$ cat config.mk
export PLATFORM = sky130hd
export DESIGN_NAME = time_set_ctrl
export DESIGN_NICKNAME = d
export VERILOG_FILES = /design/src/rtl/time_set_ctrl_pkg.sv /design/src/rtl/button_debounce.sv /design/src/rtl/time_set_ctrl.sv
export SDC_FILE = /design/constraint.sdc
export NUM_CORES = 1
export LEC_CHECK = 0
export BUFFER_PORTS_ARGS = -buffer_cell sky130_fd_sc_hd__buf_2
export CAP_MARGIN = 20
export CORE_ASPECT_RATIO = 1.2
export CORE_MARGIN = 2
export CORE_UTILIZATION = 27
export DETAILED_ROUTE_END_ITERATION = 8
export HOLD_SLACK_MARGIN = 0.03
export SLEW_MARGIN = 20
export SYNTH_ARGS = -nofsm -noshare
export SYNTH_HDL_FRONTEND = slang
export SYNTH_SLANG_ARGS = --single-unit
export TNS_END_PERCENT = 100
$ cat constraint.sdc
create_clock -name clk -period 3.65 [get_ports clk]
set_input_delay 0.365 -clock clk [delete_from_list [all_inputs] [get_ports clk]]
set_output_delay 0.365 -clock clk [all_outputs]
set_load 0.01 [all_outputs]
$ cat src/rtl/time_set_ctrl_pkg.sv
// Shared mode encodings for the time-setting controller and the display mux.
package time_set_ctrl_pkg;

    typedef enum logic [1:0] {
        MODE_RUN     = 2'd0,
        MODE_SET_MIN = 2'd1,
        MODE_SET_HR  = 2'd2,
        MODE_SETTLE  = 2'd3
    } mode_e;

endpackage

$ cat src/rtl/button_debounce.sv
// Raw button synchronizer plus debounce sampled on the set-rate tick.
// Emits the debounced level and a one-cycle pulse on its rising change.
module button_debounce #(
    parameter int SYNC_STAGES    = 2,
    parameter int DEBOUNCE_TICKS = 2
) (
    input  logic clk,
    input  logic rst_n,
    input  logic tick,
    input  logic btn_raw,
    output logic stable,
    output logic press
);

    localparam int CW = $clog2(DEBOUNCE_TICKS + 1);
    localparam logic [CW-1:0] CNT_LAST = CW'(DEBOUNCE_TICKS - 1);

    logic [SYNC_STAGES-1:0] sync;
    logic [CW-1:0]          cnt;
    logic                   synced;

    assign synced = sync[SYNC_STAGES-1];

    // Metastability chain for the asynchronous button input.
    always_ff @(posedge clk or negedge rst_n) begin
        if (!rst_n) sync <= '0;
        else        sync <= {sync[SYNC_STAGES-2:0], btn_raw};
    end

    // Accept a level change only after it persists for DEBOUNCE_TICKS tick samples.
    always_ff @(posedge clk or negedge rst_n) begin
        if (!rst_n) begin
            cnt    <= '0;
            stable <= 1'b0;
            press  <= 1'b0;
        end else begin
            press <= 1'b0;
            if (tick) begin
                if (synced != stable) begin
                    if (cnt == CNT_LAST) begin
                        stable <= synced;
                        cnt    <= '0;
                        press  <= synced;
                    end else begin
                        cnt <= cnt + 1'b1;
                    end
                end else begin
                    cnt <= '0;
                end
            end
        end
    end

endmodule

$ cat src/rtl/time_set_ctrl.sv
// Time-set sequencer: forwards 1 Hz ticks in RUN, issues minute/hour
// increments with press-then-auto-repeat timing while a set button is held.
module time_set_ctrl
    import time_set_ctrl_pkg::*;
#(
    parameter int SYNC_STAGES    = 2,
    parameter int DEBOUNCE_TICKS = 2,
    parameter int REPEAT_DELAY   = 3,
    parameter int RELEASE_TICKS  = 5
) (
    input  logic       clk,
    input  logic       rst_n,
    input  logic       tick_1hz,
    input  logic       tick_set,
    input  logic       btn_min,
    input  logic       btn_hr,
    output logic       inc_sec,
    output logic       inc_min,
    output logic       inc_hr,
    output logic       sec_clear,
    output logic [1:0] mode
);

    localparam int RW = $clog2(REPEAT_DELAY + 1);
    localparam int SW = $clog2(RELEASE_TICKS + 1);
    localparam logic [RW-1:0] RPT_MAX     = RW'(REPEAT_DELAY);
    localparam logic [SW-1:0] SETTLE_LAST = SW'(RELEASE_TICKS - 1);

    logic stable_min, press_min, stable_hr, press_hr;

    mode_e         state, state_n;
    logic [RW-1:0] rpt_cnt;
    logic [SW-1:0] settle_cnt;
    logic          held;
    logic          inc_sec_n, inc_min_n, inc_hr_n, sec_clear_n;
    logic          rpt_clr, settle_clr;

    button_debounce #(.SYNC_STAGES(SYNC_STAGES), .DEBOUNCE_TICKS(DEBOUNCE_TICKS)) u_db_min (
        .clk(clk), .rst_n(rst_n), .tick(tick_set), .btn_raw(btn_min),
        .stable(stable_min), .press(press_min)
    );

    button_debounce #(.SYNC_STAGES(SYNC_STAGES), .DEBOUNCE_TICKS(DEBOUNCE_TICKS)) u_db_hr (
        .clk(clk), .rst_n(rst_n), .tick(tick_set), .btn_raw(btn_hr),
        .stable(stable_hr), .press(press_hr)
    );

    assign mode = state;
    assign held = (state == MODE_SET_MIN) ? stable_min :
                  (state == MODE_SET_HR)  ? stable_hr  : 1'b0;

    // Next state and next-cycle pulse values; hours win on simultaneous presses.
    always_comb begin
        state_n     = state;
        inc_sec_n   = 1'b0;
        inc_min_n   = 1'b0;
        inc_hr_n    = 1'b0;
        sec_clear_n = 1'b0;
        rpt_clr     = 1'b0;
        settle_clr  = 1'b0;
        case (state)
            MODE_RUN: begin
                inc_sec_n = tick_1hz;
                if (press_hr) begin
                    state_n = MODE_SET_HR;  inc_hr_n = 1'b1;  sec_clear_n = 1'b1; rpt_clr = 1'b1;
                end else if (press_min) begin
                    state_n = MODE_SET_MIN; inc_min_n = 1'b1; sec_clear_n = 1'b1; rpt_clr = 1'b1;
                end
            end
            MODE_SET_MIN: begin
                if (press_hr || (!stable_min && stable_hr)) begin
                    state_n = MODE_SET_HR; inc_hr_n = 1'b1; rpt_clr = 1'b1;
                end else if (!stable_min) begin
                    state_n = MODE_SETTLE; settle_clr = 1'b1;
                end else if (tick_set && rpt_cnt == RPT_MAX) begin
                    inc_min_n = 1'b1;
                end
            end
            MODE_SET_HR: begin
                if (press_min || (!stable_hr && stable_min)) begin
                    state_n = MODE_SET_MIN; inc_min_n = 1'b1; rpt_clr = 1'b1;
                end else if (!stable_hr) begin
                    state_n = MODE_SETTLE; settle_clr = 1'b1;
                end else if (tick_set && rpt_cnt == RPT_MAX) begin
                    inc_hr_n = 1'b1;
                end
            end
            MODE_SETTLE: begin
                if (press_hr) begin
                    state_n = MODE_SET_HR;  inc_hr_n = 1'b1;  rpt_clr = 1'b1;
                end else if (press_min) begin
                    state_n = MODE_SET_MIN; inc_min_n = 1'b1; rpt_clr = 1'b1;
                end else if (tick_set && settle_cnt == SETTLE_LAST) begin
                    state_n = MODE_RUN;
                end
            end
            default: state_n = MODE_RUN;
        endcase
    end

    // State register and registered single-cycle output pulses.
    always_ff @(posedge clk or negedge rst_n) begin
        if (!rst_n) begin
            state     <= MODE_RUN;
            inc_sec   <= 1'b0;
            inc_min   <= 1'b0;
            inc_hr    <= 1'b0;
            sec_clear <= 1'b0;
        end else begin
            state     <= state_n;
            inc_sec   <= inc_sec_n;
            inc_min   <= inc_min_n;
            inc_hr    <= inc_hr_n;
            sec_clear <= sec_clear_n;
        end
    end

    // Auto-repeat delay (saturating while held) and release timeout counters.
    always_ff @(posedge clk or negedge rst_n) begin
        if (!rst_n) begin
            rpt_cnt    <= '0;
            settle_cnt <= '0;
        end else begin
            if (rpt_clr)
                rpt_cnt <= '0;
            else if (tick_set && held && rpt_cnt != RPT_MAX)
                rpt_cnt <= rpt_cnt + 1'b1;
            if (settle_clr)
                settle_cnt <= '0;
            else if (state == MODE_SETTLE && tick_set && settle_cnt != SETTLE_LAST)
                settle_cnt <= settle_cnt + 1'b1;
        end
    end

endmodule

==> results of run 1 <==
-- layer usage --
layer  up-vias  part of all wire [%]  global-route usage [%]
li1        407                     -                       -
met1       417                    44                    11.8
met2        15                    51                    17.5
met3         5                   3.0                    1.77
met4         0                   2.3                    5.74
met5         -                     0                       0
-- layout by cell type, fill, tap and decap left out, types with 3 or more instances in the layout --
| cell | Yosys | routed |
|---|---|---|
| clkbuf_8 | 0 | 3 |
| ha_1 | 8 | 8 |
| and2_1 | 4 | 4 |
| xnor2_1 | 3 | 3 |
| nor2_1 | 7 | 7 |
| inv_1 | 9 | 9 |
| dfrtp_1 | 23 | 23 |
| buf_2 | 3 | 11 |
| mux2_2 | 4 | 4 |
| a21oi_1 | 7 | 7 |
| o21ai_0 | 6 | 6 |
| nand3b_1 | 3 | 3 |
| nand2_1 | 4 | 4 |
| nand2b_1 | 3 | 3 |
-- final timing paths --
path | slack, ns | cells past startpoint | to
setup / recovery | 1.94 | 6 | mode[1]
hold / removal | 0.07 | 1 | u_db_min.sync[1]
setup reg to reg | 1.94 | 6 | mode[1]
hold reg to reg | 0.35 | 0 | u_db_hr.sync[1]
max in group asynchronous | 3.21 | 1 | rpt_cnt[1]
min in group clk | 0.19 | 1 | u_db_min.sync[0]
-- where the power goes --
| group | switching (mW) | internal [mW] | total [mW] |
|---|---|---|---|
| Combinational | 0.247 | 0.209 | 0.457 |
| Clock | 0.0836 | 0.0763 | 0.160 |
| Sequential | 0.0789 | 0.329 | 0.408 |
-- area by class of cell --
class                      instances  area, sq um
sequential                        23          576
fill                             459         2890
inverter                           9         33.8
tap                               56         70.1
clock buffer                       3         41.3
timing repair buffer              11         55.1
clock inverter                     1         5.00
multi-input combinational         75          556
-- cells by family (layout without fill, tap and decap cells) --
| group | after synthesis | after routing | share of synthesized area (%) |
|---|---|---|---|
| buffers and inverters | 12 | 24 | 4.14 |
| DFF | 23 | 23 | 48.8 |
| AOI/OAI and AO/OA | 25 | 25 | 14.1 |
| and+or+nand+nor | 31 | 31 | 14.7 |
| muxes | 7 | 7 | 6.79 |
| adders and majority gates | 8 | 8 | 8.48 |
| xor gates and xnor gates | 4 | 4 | 2.97 |
-- worst max-delay path: stages, from the launching register on --
cell and delay (ns):
dfrtp_1 0.41, inv_1 0.11, ha_1 0.27, nor2b_1 0.16
o2bb2ai_1 0.14, a21oi_2 0.19, mux2_4 0.31
-- registers in the layout, summed over array words and instances, names as in the netlist --
signal,cells
inc_hr,1
inc_min,1
inc_sec,1
mode,2
rpt_cnt,2
sec_clear,1
settle_cnt,3
u_db_hr.cnt,2
u_db_hr.press,1
u_db_hr.stable,1
u_db_hr.sync,2
u_db_min.cnt,2
u_db_min.press,1
u_db_min.stable,1
u_db_min.sync,2
-- stage by stage --
step	total power [mW]	cell area, sq um	std cells	utilization (%)
finish	1.02	1340	178	31.6
global route	1.12	1340	178	31.6
CTS	1.04	1340	178	31.6
detailed placement	0.870	1290	174	30.5
global placement	0.846	1290	174	30.5
floorplan	0.752	1180	110	-
==> impl_metrics.csv, run 1 <==
group,metric,value,unit
sta,slew_violations,0,
setup_path,startpoint,"mode[0]",
floorplanning,fp.dieW,64.3,microns
global_route,grt_pass1_wl,3900,microns
logic_synthesis,ys_top_cells_by_area,"dfrtp_1 49%, ha_1 8.5%, mux2_2 3.8%, a21oi_1 3.0%, inv_1 2.9%",
setup_path,timing.rr.start,"mode[0]",
cts,cts_sinks,23,
floorplanning,start_util,27.9,%
floorplanning,rows,26,
setup_path,start_kind,"flop",
global_route,grt_pass1_vias,882,
global_route,track_usage,10.2,%
logic_synthesis,synth_edf_count,0,
sta,period_needed,1.71,ns
place,io_buffers,11,
logic_synthesis,syn_area,0.00118,sq mm
logic_synthesis,synth_cell_types,32,
cts,worstSkewPairLatency,0.27,ns
setup_path,worstPathMaxFanout,5,
cts,htreeDepth,1,
routing,viasPerCell,4.74,
sta,rsz0062_at_grt,"no",
routing,vias,844,
logic_synthesis,async_reset_ff_share,100,%
cts,cts_repair_resize_count,0,
power,peakVddDrop,216,uV
place,gp_congestion,0.853,
logic_synthesis,ys_ff_latch,23,
logic_synthesis,postSynthAreaPerCell,10.7,sq um
sta,fmax,585,MHz
logic_synthesis,yosys.area.top_type,"dfrtp_1",
logic_synthesis,yosysSeqAreaShare,48.8,%
floorplanning,ioPinCount,12,
global_route,grt_start_max_net_pins,24,
floorplanning,core,0.00423,sq mm
logic_synthesis,netlist_top_cells_count,"23 x dfrtp_1, 9 x inv_1, 8 x ha_1",
cts,postCtsHoldBufs,0,
cells_and_area,finalNetCount,137,
routing,first_pass_iters,6,
floorplanning,die_h,76.4,microns
routing,ant_nets,0,
logic_synthesis,synth_top_area_share,48.8,%
sta,min_period_over_period,46.8,%
hold_path,hold_class,"in2async",
routing,drc,0,
sta,setup_viol_count_final,0,
job,maxCapViolations,0,
sta,hold_viol_final,0,
power,p_leak,0.605,nW
cells_and_area,drive_gt1_share,18.9,%
cts,cts_root_buffer,"clkbuf_8",
logic_synthesis,ys_warn_count,0,
floorplanning,dieArea,0.00492,sq mm
cells_and_area,antenna_cells,0,
cts,post_cts.repair.setup_buffers,0,
cts,numCtsBuffers,3,
logic_synthesis,yosysMostFrequentCell,"dfrtp_1",
cts,clk_pin_slew,0.09,ns
setup_path,crit_type,"reg2reg",
cts,clock_path_buffers,2,
logic_synthesis,synthCells,110,
sta,finalClockSkew,0.00697,ns
setup_path,worstPathRequired,3.81,ns
routing,wl_per_cell,12.5,microns
status,status,"finished, final reports clean",
global_route,overflow,0,
place,dp_hpwl,1630,microns
sta,tightestPinTransition,0.541,ns
routing,detail_route.iter0.violations,22,
place,post-place-ws,1.96,ns
sta,tns,0,ns
setup_path,cp-end-kind,"flop",
sta,fin_ws,1.94,ns
sta,slew_headroom,63.9,%
power,power_density,766,mW/mm^2
routing,routed_wl,2220,microns
cells_and_area,area_delta_synth_final,13.3,%
global_route,antenna_found_initial,0,
logic_synthesis,synth_nets,124,
sta,holdWs,0.0709,ns
cts,cts_tree,"built",
setup_path,crit_arrival,1.87,ns
logic_synthesis,ys.flop_type,"dfrtp_1",
Note: power is estimated with default switching activity, not from simulation.
==> inputs of run 2 (changes only) <==
==> constraint.sdc (replaced) <==
create_clock -name clk -period 1.5 [get_ports clk]
set_input_delay 0.15 -clock clk [delete_from_list [all_inputs] [get_ports clk]]
set_output_delay 0.15 -clock clk [all_outputs]
set_load 0.01 [all_outputs]
==> impl_metrics.csv, run 2 (synthesis results as in run 1) <==
group,metric,value,unit
status,status,"finished, violations left",
status,violations,"setup timing",
global_route,track_usage,10.2,%
cts,worstSkewPairLatency,0.26,ns
floorplanning,rows,26,
power,peakVddDrop,639,uV
cts,clk_pin_slew,0.08,ns
sta,slew_headroom,64.2,%
global_route,grtUsageMet2,18.3,%
place,dp_hpwl,1710,microns
cells_and_area,n_fill_cell,451,
setup_path,cp_num_buf_inv,1,
setup_path,worstPathMaxFanout,5,
routing,drc,0,
floorplanning,fp.dieW,64.3,microns
floorplanning,ioPinCount,12,
sta,setup_viol_count_final,3,
global_route,antenna_found_initial,0,
routing,routed_wl,2410,microns
routing,vias,882,
setup_path,crit_arrival,1.70,ns
sta,period_needed,1.55,ns
global_route,overflow,0,
cts,cts_root_buffer,"clkbuf_8",
place,io_buffers,11,
floorplanning,core,0.00423,sq mm
setup_path,crit_type,"reg2reg",
cells_and_area,final_cell_mix,"21 x dfrtp_1, 11 x buf_2, 7 x nor2_1, 6 x inv_1, 6 x a21oi_1",
routing,wl_per_cell,13.0,microns
cells_and_area,antenna_cells,0,
floorplanning,die_h,76.4,microns
sta,tightestPinTransition,0.537,ns
cells_and_area,post-route-util,35.2,%
sta,tns,-0.0883,ns
sta,fin_ws,-0.0510,ns
place,post-place-ws,-0.0902,ns
power,finalPower,2.86,mW
floorplanning,start_util,27.9,%
cells_and_area,finalNetCount,144,
sta,finalClockSkew,0.00664,ns
cts,cts_sinks,23,
cts,htreeDepth,1,
cells_and_area,drive_gt1_share,32.6,%
routing,viasPerCell,4.77,
cells_and_area,largest_register,"settle_cnt",
setup_path,worstPathRequired,1.65,ns
place,gp_congestion,0.770,
cts,cts_tree,"built",
setup_path,cpLargestDelayFamily,"flip-flops",
setup_path,path_cells,"inv_4 -> ha_4 -> nor2b_4 -> o2bb2ai_4 -> a21oi_2 -> mux2_4",
global_route,grt_pass1_vias,924,
setup_path,slowest_stage,"dfrtp_2",
cts,numCtsBuffers,3,
setup_path,start_kind,"flop",
cells_and_area,area_delta_synth_final,26.2,%
job,maxCapViolations,0,
routing,detail_route.iter0.violations,76,
setup_path,cp-end-kind,"flop",
setup_path,cpPeakStageDelay,0.44,ns
global_route,grt_use_met1,11.6,%
floorplanning,dieArea,0.00492,sq mm
cells_and_area,largest_reg_flops,3,
cts,clock_path_buffers,2,
global_route,grt_start_max_net_pins,24,
sta,hold_viol_final,0,
routing,ant_nets,0,
sta,min_period_over_period,103,%
cells_and_area,layout_commonest_cell,"dfrtp_1",
routing,first_pass_iters,4,
power,p_leak,0.644,nW
power,power_density,1920,mW/mm^2
sta,fmax,645,MHz
global_route,grt_use_met3,2.07,%
global_route,top_usage_layer,"met2",
sta,rsz0062_at_grt,"yes",
hold_path,hold_class,"in2reg",
global_route,grt_pass1_wl,4020,microns
sta,slew_violations,0,
## run 2: layer usage
| metal | wire (microns) | vias to the layer above |
|---|---|---|
| li1 | - | 422 |
| met1 | 1010 | 445 |
| met2 | 1310 | 13 |
| met3 | 71 | 2 |
| met4 | 20 | 0 |
| met5 | 0 | - |
## run 2: area by class of cell
cell class,instances,area (sq um),area share (%)
multi-input cells,75,639,42.9
flip-flops and latches,23,578,38.8
repair buffers,18,119,7.98
well taps,56,70.1,4.71
clock buffers,3,41.3,2.77
inverters,9,36.3,2.44
clock inverters,1,5.00,0.336
## run 2: metrics by stage
step	hold slack (ns)	instances	cell area (sq um)
2_1_floorplan	-0.146	110	1210
3_3_place_gp	0.154	178	1350
3_5_place_dp	0.171	178	1350
4_1_cts	0.0950	185	1460
5_1_grt	0.111	185	1490
6_report	0.0986	185	1490
## run 2: report_power, final
group	switching (mW)	internal [mW]	leakage, nW
Combinational	0.717	0.712	0.327
Clock	0.201	0.185	0.0255
Sequential	0.242	0.805	0.292
Total	1.16	1.70	0.644
## run 2: path summary, 6_finish.rpt
path / start / to / slack [ns] / depth (start not counted)
worst min register to register: u_db_min.sync[0] / u_db_min.sync[1] / 0.35 / 0
max in group asynchronous: rst_n / mode[1] / 0.71 / 2
worst min-delay path: tick_1hz / inc_sec / 0.1 / 2
worst max-delay path: mode[0] / mode[1] / -0.05 / 6
worst max register to register: mode[0] / mode[1] / -0.05 / 6
min in group asynchronous: rst_n / u_db_hr.stable / 0.40 / 2
## run 2: timing repair
item,CTS,global route
endpoints found under the hold margin,25,0
buffers inserted,0,0
endpoints found under the setup margin,7,7
gates resized for setup,7,8
pin swaps,2,3
hold buffers,3,0
